$ cat src/rtl/axil_reg_bank_if.sv
// AXI4-Lite bus bundle for axil_reg_bank: AW, W, B, AR and R channels.
// The master modport is the CPU/interconnect side, slave is the register bank.
interface axil_reg_bank_if #(
    parameter int ADDR_WIDTH = 32,
    parameter int DATA_WIDTH = 32
);
    logic [ADDR_WIDTH-1:0]   aw_addr;
    logic [2:0]              aw_prot;
    logic                    aw_valid;
    logic                    aw_ready;

    logic [DATA_WIDTH-1:0]   w_data;
    logic [DATA_WIDTH/8-1:0] w_strb;
    logic                    w_valid;
    logic                    w_ready;

    logic [1:0]              b_resp;
    logic                    b_valid;
    logic                    b_ready;

    logic [ADDR_WIDTH-1:0]   ar_addr;
    logic [2:0]              ar_prot;
    logic                    ar_valid;
    logic                    ar_ready;

    logic [DATA_WIDTH-1:0]   r_data;
    logic [1:0]              r_resp;
    logic                    r_valid;
    logic                    r_ready;

    modport master (
        output aw_addr, aw_prot, aw_valid, w_data, w_strb, w_valid, b_ready,
               ar_addr, ar_prot, ar_valid, r_ready,
        input  aw_ready, w_ready, b_resp, b_valid, ar_ready, r_data, r_resp, r_valid
    );

    modport slave (
        input  aw_addr, aw_prot, aw_valid, w_data, w_strb, w_valid, b_ready,
               ar_addr, ar_prot, ar_valid, r_ready,
        output aw_ready, w_ready, b_resp, b_valid, ar_ready, r_data, r_resp, r_valid
    );
endinterface

$ cat src/rtl/axil_reg_bank.sv
// Parametrised AXI4-Lite register bank with RW, RO, pulse and sticky W1C registers.
// Optional build macro AXIL_REG_PROT_EN: unprivileged (prot[0]=0) accesses to
// non-RO registers get SLVERR; without it the prot fields are ignored.
//
// Write FSM
//   state       | meaning
//   WR_IDLE     | AW and W both ready, nothing held
//   WR_HAVE_AW  | address held, waiting for W
//   WR_HAVE_W   | data held, waiting for AW
//   WR_RESP     | update done, B valid until b_ready
// Read FSM
//   RD_IDLE     | ar_ready high
//   RD_RESP     | R valid, data frozen until r_ready
module axil_reg_bank #(
    parameter int                                     AXIL_ADDR_WIDTH = 32,
    parameter int                                     AXIL_DATA_WIDTH = 32,
    parameter logic [AXIL_ADDR_WIDTH-1:0]             BASE_ADDR       = '0,
    parameter int                                     REG_COUNT       = 16,
    parameter logic [REG_COUNT-1:0]                   RO_MASK         = '0,
    parameter logic [REG_COUNT-1:0]                   PULSE_MASK      = '0,
    parameter logic [REG_COUNT-1:0]                   STICKY_MASK     = '0,
    parameter logic [REG_COUNT*AXIL_DATA_WIDTH-1:0]   RESET_VALUES    = '0
) (
    input  logic                                 clk_i,
    input  logic                                 rstn_i,
    axil_reg_bank_if.slave                       bus,
    output logic [REG_COUNT*AXIL_DATA_WIDTH-1:0] reg_o,
    output logic [REG_COUNT-1:0]                 wr_stb_o,
    input  logic [REG_COUNT*AXIL_DATA_WIDTH-1:0] hw_data_i,
    input  logic [REG_COUNT*AXIL_DATA_WIDTH-1:0] hw_set_i
);
    localparam int AW       = AXIL_ADDR_WIDTH;
    localparam int DW       = AXIL_DATA_WIDTH;
    localparam int STRB_W   = DW / 8;
    localparam int ADDR_LSB = $clog2(STRB_W);
    localparam int IDX_W    = (REG_COUNT > 1) ? $clog2(REG_COUNT) : 1;

    localparam logic [1:0] RESP_OKAY   = 2'b00;
    localparam logic [1:0] RESP_SLVERR = 2'b10;

    typedef enum logic [1:0] {WR_IDLE, WR_HAVE_AW, WR_HAVE_W, WR_RESP} wr_state_t;
    typedef enum logic {RD_IDLE, RD_RESP} rd_state_t;

    function automatic logic addr_hit(input logic [AW-1:0] addr);
        logic [AW-1:0] off;
        off = addr - BASE_ADDR;
        return (off[ADDR_LSB-1:0] == '0) && ((off >> ADDR_LSB) < AW'(REG_COUNT));
    endfunction

    function automatic logic [IDX_W-1:0] addr_idx(input logic [AW-1:0] addr);
        logic [AW-1:0] off;
        off = addr - BASE_ADDR;
        return IDX_W'(off >> ADDR_LSB);
    endfunction

    logic [DW-1:0]     regs [REG_COUNT];
    wr_state_t         wr_state;
    rd_state_t         rd_state;
    logic [AW-1:0]     aw_addr_q;
    logic [DW-1:0]     w_data_q;
    logic [STRB_W-1:0] w_strb_q;

    logic              aw_hs, w_hs, ar_hs, wr_commit;
    logic [AW-1:0]     wr_addr;
    logic [DW-1:0]     wr_data, wr_mask;
    logic [STRB_W-1:0] wr_strb;
    logic [IDX_W-1:0]  wr_idx, rd_idx;
    logic              wr_hit, wr_ro, wr_priv_err, wr_err, wr_apply;
    logic              rd_hit, rd_ro, rd_priv_err, rd_err;
    logic [DW-1:0]     rd_value;
    logic [REG_COUNT-1:0] wr_sel;

`ifdef AXIL_REG_PROT_EN
    logic              aw_prot0_q;
    logic              wr_prot0;
`else
    logic              unused_prot;
    assign unused_prot = ^{bus.aw_prot, bus.ar_prot};
`endif

    logic unused_hw;
    assign unused_hw = ^{hw_data_i, hw_set_i};

    // Write-side decode: the address/data come from the bus when the handshake
    // is happening now, otherwise from the holding registers.
    always_comb begin
        aw_hs     = bus.aw_valid && bus.aw_ready;
        w_hs      = bus.w_valid && bus.w_ready;
        wr_commit = (wr_state != WR_RESP)
                 && (aw_hs || (wr_state == WR_HAVE_AW))
                 && (w_hs  || (wr_state == WR_HAVE_W));
        wr_addr   = aw_hs ? bus.aw_addr : aw_addr_q;
        wr_data   = w_hs  ? bus.w_data  : w_data_q;
        wr_strb   = w_hs  ? bus.w_strb  : w_strb_q;
        for (int b = 0; b < STRB_W; b++) begin
            wr_mask[b*8 +: 8] = {8{wr_strb[b]}};
        end
        wr_hit = addr_hit(wr_addr);
        wr_idx = addr_idx(wr_addr);
        wr_ro  = wr_hit && RO_MASK[wr_idx];
`ifdef AXIL_REG_PROT_EN
        wr_prot0    = aw_hs ? bus.aw_prot[0] : aw_prot0_q;
        wr_priv_err = wr_hit && !wr_ro && !wr_prot0;
`else
        wr_priv_err = 1'b0;
`endif
        wr_err   = !wr_hit || wr_priv_err;
        wr_apply = wr_commit && wr_hit && !wr_ro && !wr_priv_err;
        wr_sel   = '0;
        for (int i = 0; i < REG_COUNT; i++) begin
            wr_sel[i] = wr_apply && (wr_idx == IDX_W'(i));
        end
    end

    // Read-side decode; RO registers return the live hardware value.
    always_comb begin
        ar_hs  = bus.ar_valid && bus.ar_ready;
        rd_hit = addr_hit(bus.ar_addr);
        rd_idx = addr_idx(bus.ar_addr);
        rd_ro  = rd_hit && RO_MASK[rd_idx];
`ifdef AXIL_REG_PROT_EN
        rd_priv_err = rd_hit && !rd_ro && !bus.ar_prot[0];
`else
        rd_priv_err = 1'b0;
`endif
        rd_err   = !rd_hit || rd_priv_err;
        rd_value = '0;
        if (!rd_err) begin
            rd_value = rd_ro ? hw_data_i[int'(rd_idx)*DW +: DW] : regs[rd_idx];
        end
    end

    // Register storage: per-register behaviour selected by the type masks.
    always_ff @(posedge clk_i or negedge rstn_i) begin
        if (!rstn_i) begin
            for (int i = 0; i < REG_COUNT; i++) begin
                regs[i] <= (RO_MASK[i] || PULSE_MASK[i] || STICKY_MASK[i])
                         ? '0 : RESET_VALUES[i*DW +: DW];
            end
            wr_stb_o <= '0;
        end else begin
            wr_stb_o <= wr_sel;
            for (int i = 0; i < REG_COUNT; i++) begin
                if (RO_MASK[i]) begin
                    regs[i] <= hw_data_i[i*DW +: DW];
                end else if (STICKY_MASK[i]) begin
                    regs[i] <= (regs[i] & ~(wr_sel[i] ? (wr_data & wr_mask) : '0))
                             | hw_set_i[i*DW +: DW];
                end else if (PULSE_MASK[i]) begin
                    regs[i] <= wr_sel[i] ? (wr_data & wr_mask) : '0;
                end else if (wr_sel[i]) begin
                    regs[i] <= (regs[i] & ~wr_mask) | (wr_data & wr_mask);
                end
            end
        end
    end

    // Flatten the register array, register 0 in the LSBs.
    always_comb begin
        reg_o = '0;
        for (int i = 0; i < REG_COUNT; i++) begin
            reg_o[i*DW +: DW] = regs[i];
        end
    end

    // Write FSM: independent AW/W capture, commit, then hold B until accepted.
    always_ff @(posedge clk_i or negedge rstn_i) begin
        if (!rstn_i) begin
            wr_state     <= WR_IDLE;
            bus.aw_ready <= 1'b1;
            bus.w_ready  <= 1'b1;
            bus.b_valid  <= 1'b0;
            bus.b_resp   <= RESP_OKAY;
            aw_addr_q    <= '0;
            w_data_q     <= '0;
            w_strb_q     <= '0;
`ifdef AXIL_REG_PROT_EN
            aw_prot0_q   <= 1'b0;
`endif
        end else begin
            if (aw_hs) begin
                aw_addr_q    <= bus.aw_addr;
`ifdef AXIL_REG_PROT_EN
                aw_prot0_q   <= bus.aw_prot[0];
`endif
                bus.aw_ready <= 1'b0;
            end
            if (w_hs) begin
                w_data_q    <= bus.w_data;
                w_strb_q    <= bus.w_strb;
                bus.w_ready <= 1'b0;
            end
            if (wr_commit) begin
                wr_state    <= WR_RESP;
                bus.b_valid <= 1'b1;
                bus.b_resp  <= wr_err ? RESP_SLVERR : RESP_OKAY;
            end else begin
                case (wr_state)
                    WR_IDLE: begin
                        if (aw_hs)     wr_state <= WR_HAVE_AW;
                        else if (w_hs) wr_state <= WR_HAVE_W;
                    end
                    WR_RESP: begin
                        if (bus.b_ready) begin
                            wr_state     <= WR_IDLE;
                            bus.b_valid  <= 1'b0;
                            bus.aw_ready <= 1'b1;
                            bus.w_ready  <= 1'b1;
                        end
                    end
                    default: ;
                endcase
            end
        end
    end

    // Read FSM: register data on AR, keep it frozen until the R handshake.
    always_ff @(posedge clk_i or negedge rstn_i) begin
        if (!rstn_i) begin
            rd_state     <= RD_IDLE;
            bus.ar_ready <= 1'b1;
            bus.r_valid  <= 1'b0;
            bus.r_data   <= '0;
            bus.r_resp   <= RESP_OKAY;
        end else begin
            case (rd_state)
                RD_IDLE: begin
                    if (ar_hs) begin
                        rd_state     <= RD_RESP;
                        bus.ar_ready <= 1'b0;
                        bus.r_valid  <= 1'b1;
                        bus.r_data   <= rd_value;
                        bus.r_resp   <= rd_err ? RESP_SLVERR : RESP_OKAY;
                    end
                end
                RD_RESP: begin
                    if (bus.r_ready) begin
                        rd_state     <= RD_IDLE;
                        bus.r_valid  <= 1'b0;
                        bus.ar_ready <= 1'b1;
                    end
                end
                default: rd_state <= RD_IDLE;
            endcase
        end
    end
endmodule

$ cat src/flat_wrapper.sv
// flat-port wrapper written by rule: the top's interface ports become plain ports
module axil_reg_bank_flat 
#(
    parameter int                                     AXIL_ADDR_WIDTH = 32,
    parameter int                                     AXIL_DATA_WIDTH = 32,
    parameter logic [AXIL_ADDR_WIDTH-1:0]             BASE_ADDR       = '0,
    parameter int                                     REG_COUNT       = 16,
    parameter logic [REG_COUNT-1:0]                   RO_MASK         = '0,
    parameter logic [REG_COUNT-1:0]                   PULSE_MASK      = '0,
    parameter logic [REG_COUNT-1:0]                   STICKY_MASK     = '0,
    parameter logic [REG_COUNT*AXIL_DATA_WIDTH-1:0]   RESET_VALUES    = '0
)
  (clk_i, rstn_i, reg_o, wr_stb_o, hw_data_i, hw_set_i, bus_aw_addr, bus_aw_prot, bus_aw_valid, bus_w_data, bus_w_strb, bus_w_valid, bus_b_ready, bus_ar_addr, bus_ar_prot, bus_ar_valid, bus_r_ready, bus_aw_ready, bus_w_ready, bus_b_resp, bus_b_valid, bus_ar_ready, bus_r_data, bus_r_resp, bus_r_valid);
  axil_reg_bank_if #(.ADDR_WIDTH(32), .DATA_WIDTH(32)) bus_i ();
  input  logic clk_i;
  input  logic rstn_i;
  output logic [REG_COUNT*AXIL_DATA_WIDTH-1:0] reg_o;
  output logic [REG_COUNT-1:0] wr_stb_o;
  input  logic [REG_COUNT*AXIL_DATA_WIDTH-1:0] hw_data_i;
  input  logic [REG_COUNT*AXIL_DATA_WIDTH-1:0] hw_set_i;
  input wire logic [$bits(bus_i.aw_addr)-1:0] bus_aw_addr;
  input wire logic [$bits(bus_i.aw_prot)-1:0] bus_aw_prot;
  input wire logic [$bits(bus_i.aw_valid)-1:0] bus_aw_valid;
  input wire logic [$bits(bus_i.w_data)-1:0] bus_w_data;
  input wire logic [$bits(bus_i.w_strb)-1:0] bus_w_strb;
  input wire logic [$bits(bus_i.w_valid)-1:0] bus_w_valid;
  input wire logic [$bits(bus_i.b_ready)-1:0] bus_b_ready;
  input wire logic [$bits(bus_i.ar_addr)-1:0] bus_ar_addr;
  input wire logic [$bits(bus_i.ar_prot)-1:0] bus_ar_prot;
  input wire logic [$bits(bus_i.ar_valid)-1:0] bus_ar_valid;
  input wire logic [$bits(bus_i.r_ready)-1:0] bus_r_ready;
  output wire logic [$bits(bus_i.aw_ready)-1:0] bus_aw_ready;
  output wire logic [$bits(bus_i.w_ready)-1:0] bus_w_ready;
  output wire logic [$bits(bus_i.b_resp)-1:0] bus_b_resp;
  output wire logic [$bits(bus_i.b_valid)-1:0] bus_b_valid;
  output wire logic [$bits(bus_i.ar_ready)-1:0] bus_ar_ready;
  output wire logic [$bits(bus_i.r_data)-1:0] bus_r_data;
  output wire logic [$bits(bus_i.r_resp)-1:0] bus_r_resp;
  output wire logic [$bits(bus_i.r_valid)-1:0] bus_r_valid;
  assign bus_i.aw_addr = bus_aw_addr;
  assign bus_i.aw_prot = bus_aw_prot;
  assign bus_i.aw_valid = bus_aw_valid;
  assign bus_i.w_data = bus_w_data;
  assign bus_i.w_strb = bus_w_strb;
  assign bus_i.w_valid = bus_w_valid;
  assign bus_i.b_ready = bus_b_ready;
  assign bus_i.ar_addr = bus_ar_addr;
  assign bus_i.ar_prot = bus_ar_prot;
  assign bus_i.ar_valid = bus_ar_valid;
  assign bus_i.r_ready = bus_r_ready;
  assign bus_aw_ready = bus_i.aw_ready;
  assign bus_w_ready = bus_i.w_ready;
  assign bus_b_resp = bus_i.b_resp;
  assign bus_b_valid = bus_i.b_valid;
  assign bus_ar_ready = bus_i.ar_ready;
  assign bus_r_data = bus_i.r_data;
  assign bus_r_resp = bus_i.r_resp;
  assign bus_r_valid = bus_i.r_valid;
  axil_reg_bank #(.AXIL_ADDR_WIDTH(AXIL_ADDR_WIDTH), .AXIL_DATA_WIDTH(AXIL_DATA_WIDTH), .BASE_ADDR(BASE_ADDR), .REG_COUNT(REG_COUNT), .RO_MASK(RO_MASK), .PULSE_MASK(PULSE_MASK), .STICKY_MASK(STICKY_MASK), .RESET_VALUES(RESET_VALUES)) u_core (.clk_i(clk_i), .rstn_i(rstn_i), .bus(bus_i), .reg_o(reg_o), .wr_stb_o(wr_stb_o), .hw_data_i(hw_data_i), .hw_set_i(hw_set_i));
endmodule
$ cat config.mk
export PLATFORM = sky130hd
export DESIGN_NAME = axil_reg_bank_flat
export DESIGN_NICKNAME = d
export VERILOG_FILES = /design/src/rtl/axil_reg_bank_if.sv /design/src/rtl/axil_reg_bank.sv /design/src/flat_wrapper.sv
export SDC_FILE = /design/constraint.sdc
export NUM_CORES = 1
export LEC_CHECK = 0
export BUFFER_PORTS_ARGS = -buffer_cell sky130_fd_sc_hd__buf_2
export CAP_MARGIN = 40
export CORE_AREA = 5 5 667 669
export DETAILED_ROUTE_END_ITERATION = 8
export DIE_AREA = 0 0 672 674
export GPL_TIMING_DRIVEN = 0
export PLACE_DENSITY = 0.3
export SYNTH_ARGS = -nofsm -noshare
export SYNTH_HDL_FRONTEND = slang
export SYNTH_SLANG_ARGS = --single-unit
$ cat constraint.sdc
create_clock -name clk_i -period 3.29 [get_ports clk_i]
set_clock_uncertainty 0.2 [all_clocks]
set_input_delay 0.1645 -clock clk_i [delete_from_list [all_inputs] [get_ports clk_i]]
set_output_delay 0.1645 -clock clk_i [all_outputs]
set_load 0.01 [all_outputs]
# Word level (Yosys, flattened, before mapping)
# Memory sizes are Yosys's and may differ from the RTL's.
# Index checks and enable logic that the tools add are counted.
classes:
  bitwise: 36
  eq_ne: 23
  magnitude_cmp: 5
  reduce_logical: 41
  shifts: 1
  n_mux: 37
op_table:
  columns: ["op", "n"]
  rows:
  - ["32-bit bitwise AND", 17]
  - ["32-bit OR", 16]
  - ["512-bit by 10-bit variable part select with 32-bit output", 1]
  - ["32-bit 2-to-1 mux", 6]
  - ["32-bit binary-select mux with 4-bit select", 1]
  - ["30-bit by 5-bit < comparator with 1-bit output (second input constant)", 2]
  - ["4-bit == test (second input constant)", 8]
  - ["32-bit inverter", 1]
  - ["1-bit logical AND", 27]
  - ["1-bit 2-to-1 mux", 19]
  - ["4-bit by 3-bit == test with 1-bit output (second input constant)", 4]
  - ["2-bit 2-to-1 mux", 6]
  - ["4-bit by 5-bit < comparator with 1-bit output (second input constant)", 2]
  - ["4-bit by 2-bit == test with 1-bit output (second input constant)", 2]
  - ["2-bit zero test", 3]
  - ["1-bit one-hot mux with 2 select lines", 3]
  - ["2-bit AND reduction", 3]
  - ["5-bit >= comparator (second input constant)", 1]
  - ["4-bit inverter with 5-bit output", 1]
  - ["2-bit == test (second input constant)", 2]
  - ["4-bit by 1-bit == test with 1-bit output (second input constant)", 1]
  - ["4-bit zero test", 1]
  - ["4-bit 2-to-1 mux", 1]
  - ["2-bit != test (second input constant)", 2]
  - ["other kinds (11)", 13]
word_totals:
  reg_bits: 640
  output_inout_bits: 569
  mem_bits_ro: 32
  memories: 2
  inputBits: 1137
mem_list:
  columns: ["memory", "depth", "width", "rd", "rd_ports_with_merged_regs", "write_ports", "line", "source"]
  rows:
  - ["(no name shown)", 16, 1, 1, 0, 0, "axil_reg_bank.sv:100", "wr_ro = wr_hit && RO_MASK[wr_idx];"]
  - ["(no name shown)", 16, 1, 1, 0, 0, "axil_reg_bank.sv:120", "rd_ro = rd_hit && RO_MASK[rd_idx];"]

# Longest topological paths before layout
# Gate-level depths: netlist of the first run.
logic_depth:
  word_depth: 8
  ltp_mapped: 9
  depth_no_buf: 7

# Least setup slack after synthesis of the first run
# OpenSTA, ideal clock, no wires.
synth_timing:
  path_type: "reg2reg"
  start: "register u_core.bus.aw_ready"
  end: "register (tool-made name)"
  setup_slack_ns: 0.825
  stages_incl_launch_ff: 9
  t_arrival_ns: 2.138
  synth_period_minus_slack_ns: 2.465
  path_cell_list: "dfstp_2 and2_1 clkbuf_1 nand3_1 a221oi_2 buf_4 buf_6 nand4_4 mux2_1"
synth_lines:
  columns: ["item", "line", "source"]
  rows:
  - ["from (decl)", "axil_reg_bank_if.sv:40", "output aw_ready, w_ready, b_resp, b_valid, ar_ready, r_data, r_resp, r_valid"]
  - ["from (signal assigned)", "axil_reg_bank.sv:170", "bus.aw_ready <= 1'b1;"]
  - ["from (signal assigned)", "axil_reg_bank.sv:186", "bus.aw_ready <= 1'b0;"]
  - ["from (signal assigned)", "axil_reg_bank.sv:207", "bus.aw_ready <= 1'b1;"]

==> impl_metrics.ini, run 1 <==
[global_route]
overflow = 0
grt_max_degree = 107
grt_usage_pct = 9.076
grt_pass1_vias = 23170
antenna_found_initial = 51
grt_pass1_wl_mm = 268.3

[setup_path]
criticalPathCategory = register to register
crit_path_end_kind = register
critPathMaxFanout = 10
arrival_ns = 3.61
reg2reg_depth = 9
cpPeakStageDelay_ns = 0.45
timing.rr.start = u_core.aw_addr_q[13]$_DFF_PN0_
crit_path_start_kind = register
crit_slowest_cell = nor4_1
critical_path.startpoint = u_core.aw_addr_q[13]$_DFF_PN0_
crit_chain = nor4_1 -> nand4_1 -> mux2i_4 -> buf_8 -> clkbuf_4 -> buf_4 -> nand4_4 -> buf_12 -> mux2_2
reg2reg_slack_ns = 0.07
cp_data_required_time_ns = 3.68

[synthesis]
avgSynthCellArea_sq_um = 15.80
yosys_register_bits = 638
synth_ff_type = dfrtp_1
yosysWarningCount = 0
yosysMostFrequentCell = dfrtp_1
synth_area_leaders = dfrtp_1, mux2_2, mux4_2
synth_edf_count = 0
syn_area_sq_mm = 0.02899
netlist.area_leader.share_pct = 54.81
synth_cells = 1835
seq_area_frac_synth_pct = 55.09
yosysUniqueCellTypes = 44
synth_commonest_cells = dfrtp_1, mux2_2, mux4_2
synth_top_area_cell = dfrtp_1
async_reset_ff_share_pct = 100.0

[placed_design]
portBuffers = 670
place_congestion = 0.7558
dp_hpwl_mm = 176.8
place_inst = 8321

[sta]
slew_headroom_pct = 37.52
slew_viol_final = 0
max_freq_mhz = 310.1
period_minus_slack_ns = 3.224
rsz0062_at_grt = yes
fin_crit_sh_pct = 98.01
worst_pin_slew_ns = 0.9373
hold_viol_final = 0
fin_setup_tns_ns = 0
final-setup-viol-count = 0

[flow_run]
max-cap-violations = 0

[cts]
clk_pin_slew_ns = 0.06
cts_made_buffers = 93
cts_tree = yes
cts.sinks = 638
cts_root_buf = clkbuf_16
clock_latency_ns = 0.79
ctsHtreeMaxLevel = 3
cts_max_path_buffers = 4

[detailed_routing]
drt-met1-wl_mm = 82.27
ant_nets = 0
via_count = 21450
wire_per_inst_um = 24.54
via_per_inst = 2.473
wl_met3_mm = 13.67
top_layer_used = met5
met2_wirelength_mm = 111.3
drt_wl_total_mm = 212.9
route.detailed.drc = 0
drt-initial-drc-count = 961
firstDrtPassIters = 4

[hold_path]
hold_class = input pin to register

[finish]
final_cells = 8676
syn2layout_area_growth_pct = 59.12
fillers = 49960
drive_gt1_share_pct = 60.32
utilization_pct = 10.54
nets = 3980

[outcome]
status = finished, final reports clean

[pwr]
power_mw = 23.99
leakagePower_nw = 21.33
ir_drop_uv = 365.4
power.density_mw_per_mm2 = 520.1

[floorplan]
dieArea_sq_mm = 0.4529
core_area_sq_mm = 0.4375
die_x_um = 672
die_h_um = 674
initial_core_util_pct = 6.626
placementRows = 243
io_pins = 1706
cells by family after synthesis:
logic type,after synthesis,share of synthesized area (%)
AOI/OAI and AO/OA,63,1.385
adders and majority gates,3,0.1295
buffers and inverters,158,2.499
DFF,638,55.09
muxes,709,33.75
other,1,0.01294
and+or+nand+nor,263,7.135
metal layers:
| layer | track usage, % | up-vias |
|---|---|---|
| li1 | - | 8948 |
| met1 | 10.22 | 11620 |
| met2 | 16.69 | 643 |
| met3 | 2.732 | 239 |
| met4 | 2.047 | 6 |
| met5 | 0 | - |
layout by cell type, fill, tap and decap left out, drive strengths merged, types with 13 or more instances in the layout:
| cell type | instances |
|---|---|
| buf | 846 |
| clkbuf | 197 |
| clkinv | 13 |
| dfrtp | 635 |
| dlygate4sd3 | 112 |
| inv | 49 |
| mux2 | 548 |
| mux4 | 160 |
| nand2 | 126 |
| nand4 | 67 |
| nor2 | 20 |
| nor3 | 17 |
| nor4 | 19 |
| o21ai | 40 |
per-stage QoR:
stage,setup WS (ns),area (sq um),hold WS (ns)
after global routing,-0.03301,46100,0.05013
after floorplan,0.8246,28990,-0.3311
after CTS,-0.03734,46040,0.003992
after global placement,-14.04,39550,0.1343
after detailed placement,-0.5924,40560,0.03953
final,0.06553,46130,0.05073
critical path, delay by kind of cell (launching register included):
kind                   cells  cell delay, ns
buffers and inverters      4            0.97
and+or+nand+nor            3            0.81
muxes                      2            0.64
DFF                        1            0.37
worst min path at each step:
stage	startpoint	to	slack, ns	cells past startpoint
final	bus_ar_addr[28]	u_core.bus.r_resp[1]$_DFFE_PN0P_	0.05	6
after global routing	bus_aw_addr[26]	u_core.aw_addr_q[26]$_DFF_PN0_	0.05	4
after CTS	bus_aw_addr[24]	u_core.aw_addr_q[24]$_DFF_PN0_	0.004	4
after detailed placement	rstn_i	async pin	0.04	1
after global placement	bus_w_valid	u_core.bus.w_ready$_DFF_PN1_	0.13	2
after floorplan	rstn_i	async pin	-0.33	0
power breakdown:
group          internal (mW)  switching [mW]
Sequential              8.31           0.212
Combinational           1.22            3.45
Clock                   6.63            4.18
layout make-up:
class / count / area (sq um) / share of cell area (%)
Timing Repair Buffer: 910 / 6569 / 14.24
Sequential cell: 638 / 15970 / 34.62
Tap cell: 5757 / 7203 / 15.62
Inverter: 45 / 168.9 / 0.3662
Clock inverter: 30 / 471.7 / 1.023
Multi-Input combinational cell: 1040 / 12400 / 26.87
Clock buffer: 133 / 2739 / 5.938
Antenna cell: 11 / 27.53 / 0.05968
Buffer: 112 / 583.1 / 1.264
what timing repair did:
action                                  CTS  global route
hold buffers                            113             0
resized for setup                         8             7
endpoints found under the setup margin  519           202
setup buffers                            66             3
pin swaps                                49             3
endpoints found under the hold margin   701             0
Power figures use the tool's default switching activity.
==> run 2: changes to the inputs <==
HOLD_SLACK_MARGIN = 0.15   (was default)
==> impl_metrics.ini, run 2 (same netlist as run 1, synthesis figures left out) <==
[placed_design]
portBuffers = 670
dp_hpwl_mm = 176.8
placed_cell_area_sq_mm = 0.04056
place_congestion = 0.7558
dp_slack_ns = -0.5924

[sta]
max_freq_mhz = 308.7
fin_crit_sh_pct = 98.45
final-setup-viol-count = 0
worst_pin_slew_ns = 0.9352
rsz0062_at_grt = yes
slew_headroom_pct = 37.65
slew_viol_final = 0
worst_hold_slack_ns = 0.1763
period_minus_slack_ns = 3.239
hold_viol_final = 0
setup_slack_ns = 0.05097
fin_setup_tns_ns = 0

[setup_path]
critPathMaxFanout = 10
cpPeakStageDelay_ns = 0.45
cp_data_required_time_ns = 3.68
arrival_ns = 3.63
crit_slowest_cell = nor4_1
criticalPathCategory = register to register
crit_chain = nor4_1 -> nand4_1 -> mux2i_4 -> buf_8 -> clkbuf_4 -> buf_4 -> nand4_4 -> buf_12 -> mux2_2
timing.rr.start = u_core.aw_addr_q[13]$_DFF_PN0_
crit_path_start_kind = register
reg2reg_slack_ns = 0.05
crit_path_end_kind = register
critical_path.startpoint = u_core.aw_addr_q[13]$_DFF_PN0_
reg2reg_depth = 9

[floorplan]
die_h_um = 674
io_pins = 1706
core_area_sq_mm = 0.4375
initial_core_util_pct = 6.626
dieArea_sq_mm = 0.4529
placementRows = 243
die_x_um = 672

[finish]
drive_gt1_share_pct = 59.88
seq_area_sq_mm = 0.01597
final_common_cell = buf_2
final_area_sq_mm = 0.04637
syn2layout_area_growth_pct = 59.97
multi_input_area_sq_mm = 0.01240
nets = 4003
fillers = 49940
layout_common_cells = buf_2, dfrtp_1, mux2_2, mux4_2, dlygate4sd3_1

[cts]
cts_root_buf = clkbuf_16
cts_tree = yes
cts.sinks = 638
ctsHtreeMaxLevel = 3
clock_latency_ns = 0.79
cts_made_buffers = 93
clk_pin_slew_ns = 0.06
cts_max_path_buffers = 4

[detailed_routing]
ant_nets = 0
route.detailed.drc = 0
firstDrtPassIters = 4
via_per_inst = 2.475
wire_per_inst_um = 24.54
drt-initial-drc-count = 1018
drt_wl_total_mm = 213.5
via_count = 21530

[global_route]
grt_usage_pct = 9.099
antenna_found_initial = 52
overflow = 0
grt_max_degree = 107
grt_pass1_vias = 23310
grt_pass1_wl_mm = 269.1

[pwr]
ir_drop_uv = 364.9
leakagePower_nw = 21.42
power.density_mw_per_mm2 = 518.9

[flow_run]
max-cap-violations = 0

[hold_path]
hold_class = input pin to register

[outcome]
status = finished, final reports clean
[run 2: through the flow]
| stage | utilization, % | cells | power, mW |
|---|---|---|---|
| after global routing | 10.59 | 8690 | 25.13 |
| after global placement | 9.039 | 8263 | 12.96 |
| final | 10.60 | 8700 | 24.06 |
| after CTS | 10.57 | 8685 | 24.64 |
| after floorplan | - | 1836 | 10.84 |
| after detailed placement | 9.270 | 8321 | 13.30 |
[run 2: cell type report]
class | instances | area share, %
Clock buffer | 133 | 5.906
Clock inverter | 30 | 1.017
Antenna cell | 12 | 0.06475
Sequential cell | 638 | 34.44
Tap cell | 5757 | 15.53
Multi-Input combinational cell | 1040 | 26.74
Timing Repair Buffer | 933 | 14.66
Inverter | 45 | 0.3642
Buffer | 112 | 1.282
[run 2: critical path, delay by kind of cell, from the launching register on]
family,cells,cell delay (ns)
buf+inv,4,0.96
flops,1,0.37
mux,2,0.64
simple gates,3,0.83
[run 2: routing by layer]
layer	part of all wire, %	GRT usage (%)
met5	0.021	0
met2	52	16.75
met4	2.6	2.038
met3	6.4	2.744
met1	39	10.24
[run 2: what timing repair did]
action,CTS,global route
setup endpoints to repair,519,218
resized for setup,8,11
pin swaps,49,3
hold buffers,136,0
buffers inserted,66,3
cloned,0,0
hold endpoints to repair,896,0
[run 2: worst min path at each step]
stage	start	endpoint	slack (ns)	cells after the start
6_report	bus_ar_addr[5]	u_core.bus.r_data[0]$_DFFE_PN0P_	0.18	4
3_3_place_gp	bus_w_valid	u_core.bus.w_ready$_DFF_PN1_	0.13	2
4_1_cts	bus_w_data[11]	register	0.15	4
3_5_place_dp	rstn_i	async pin	0.04	1
5_1_grt	bus_w_data[11]	register	0.21	4
2_1_floorplan	rstn_i	async pin	-0.33	0
[run 2: report_power, final]
group	switching, mW	internal (mW)	total (mW)
clock	4.18	6.63	10.8
sequential	0.212	8.31	8.52
combinational	3.48	1.26	4.74
total	7.87	16.2	24.1
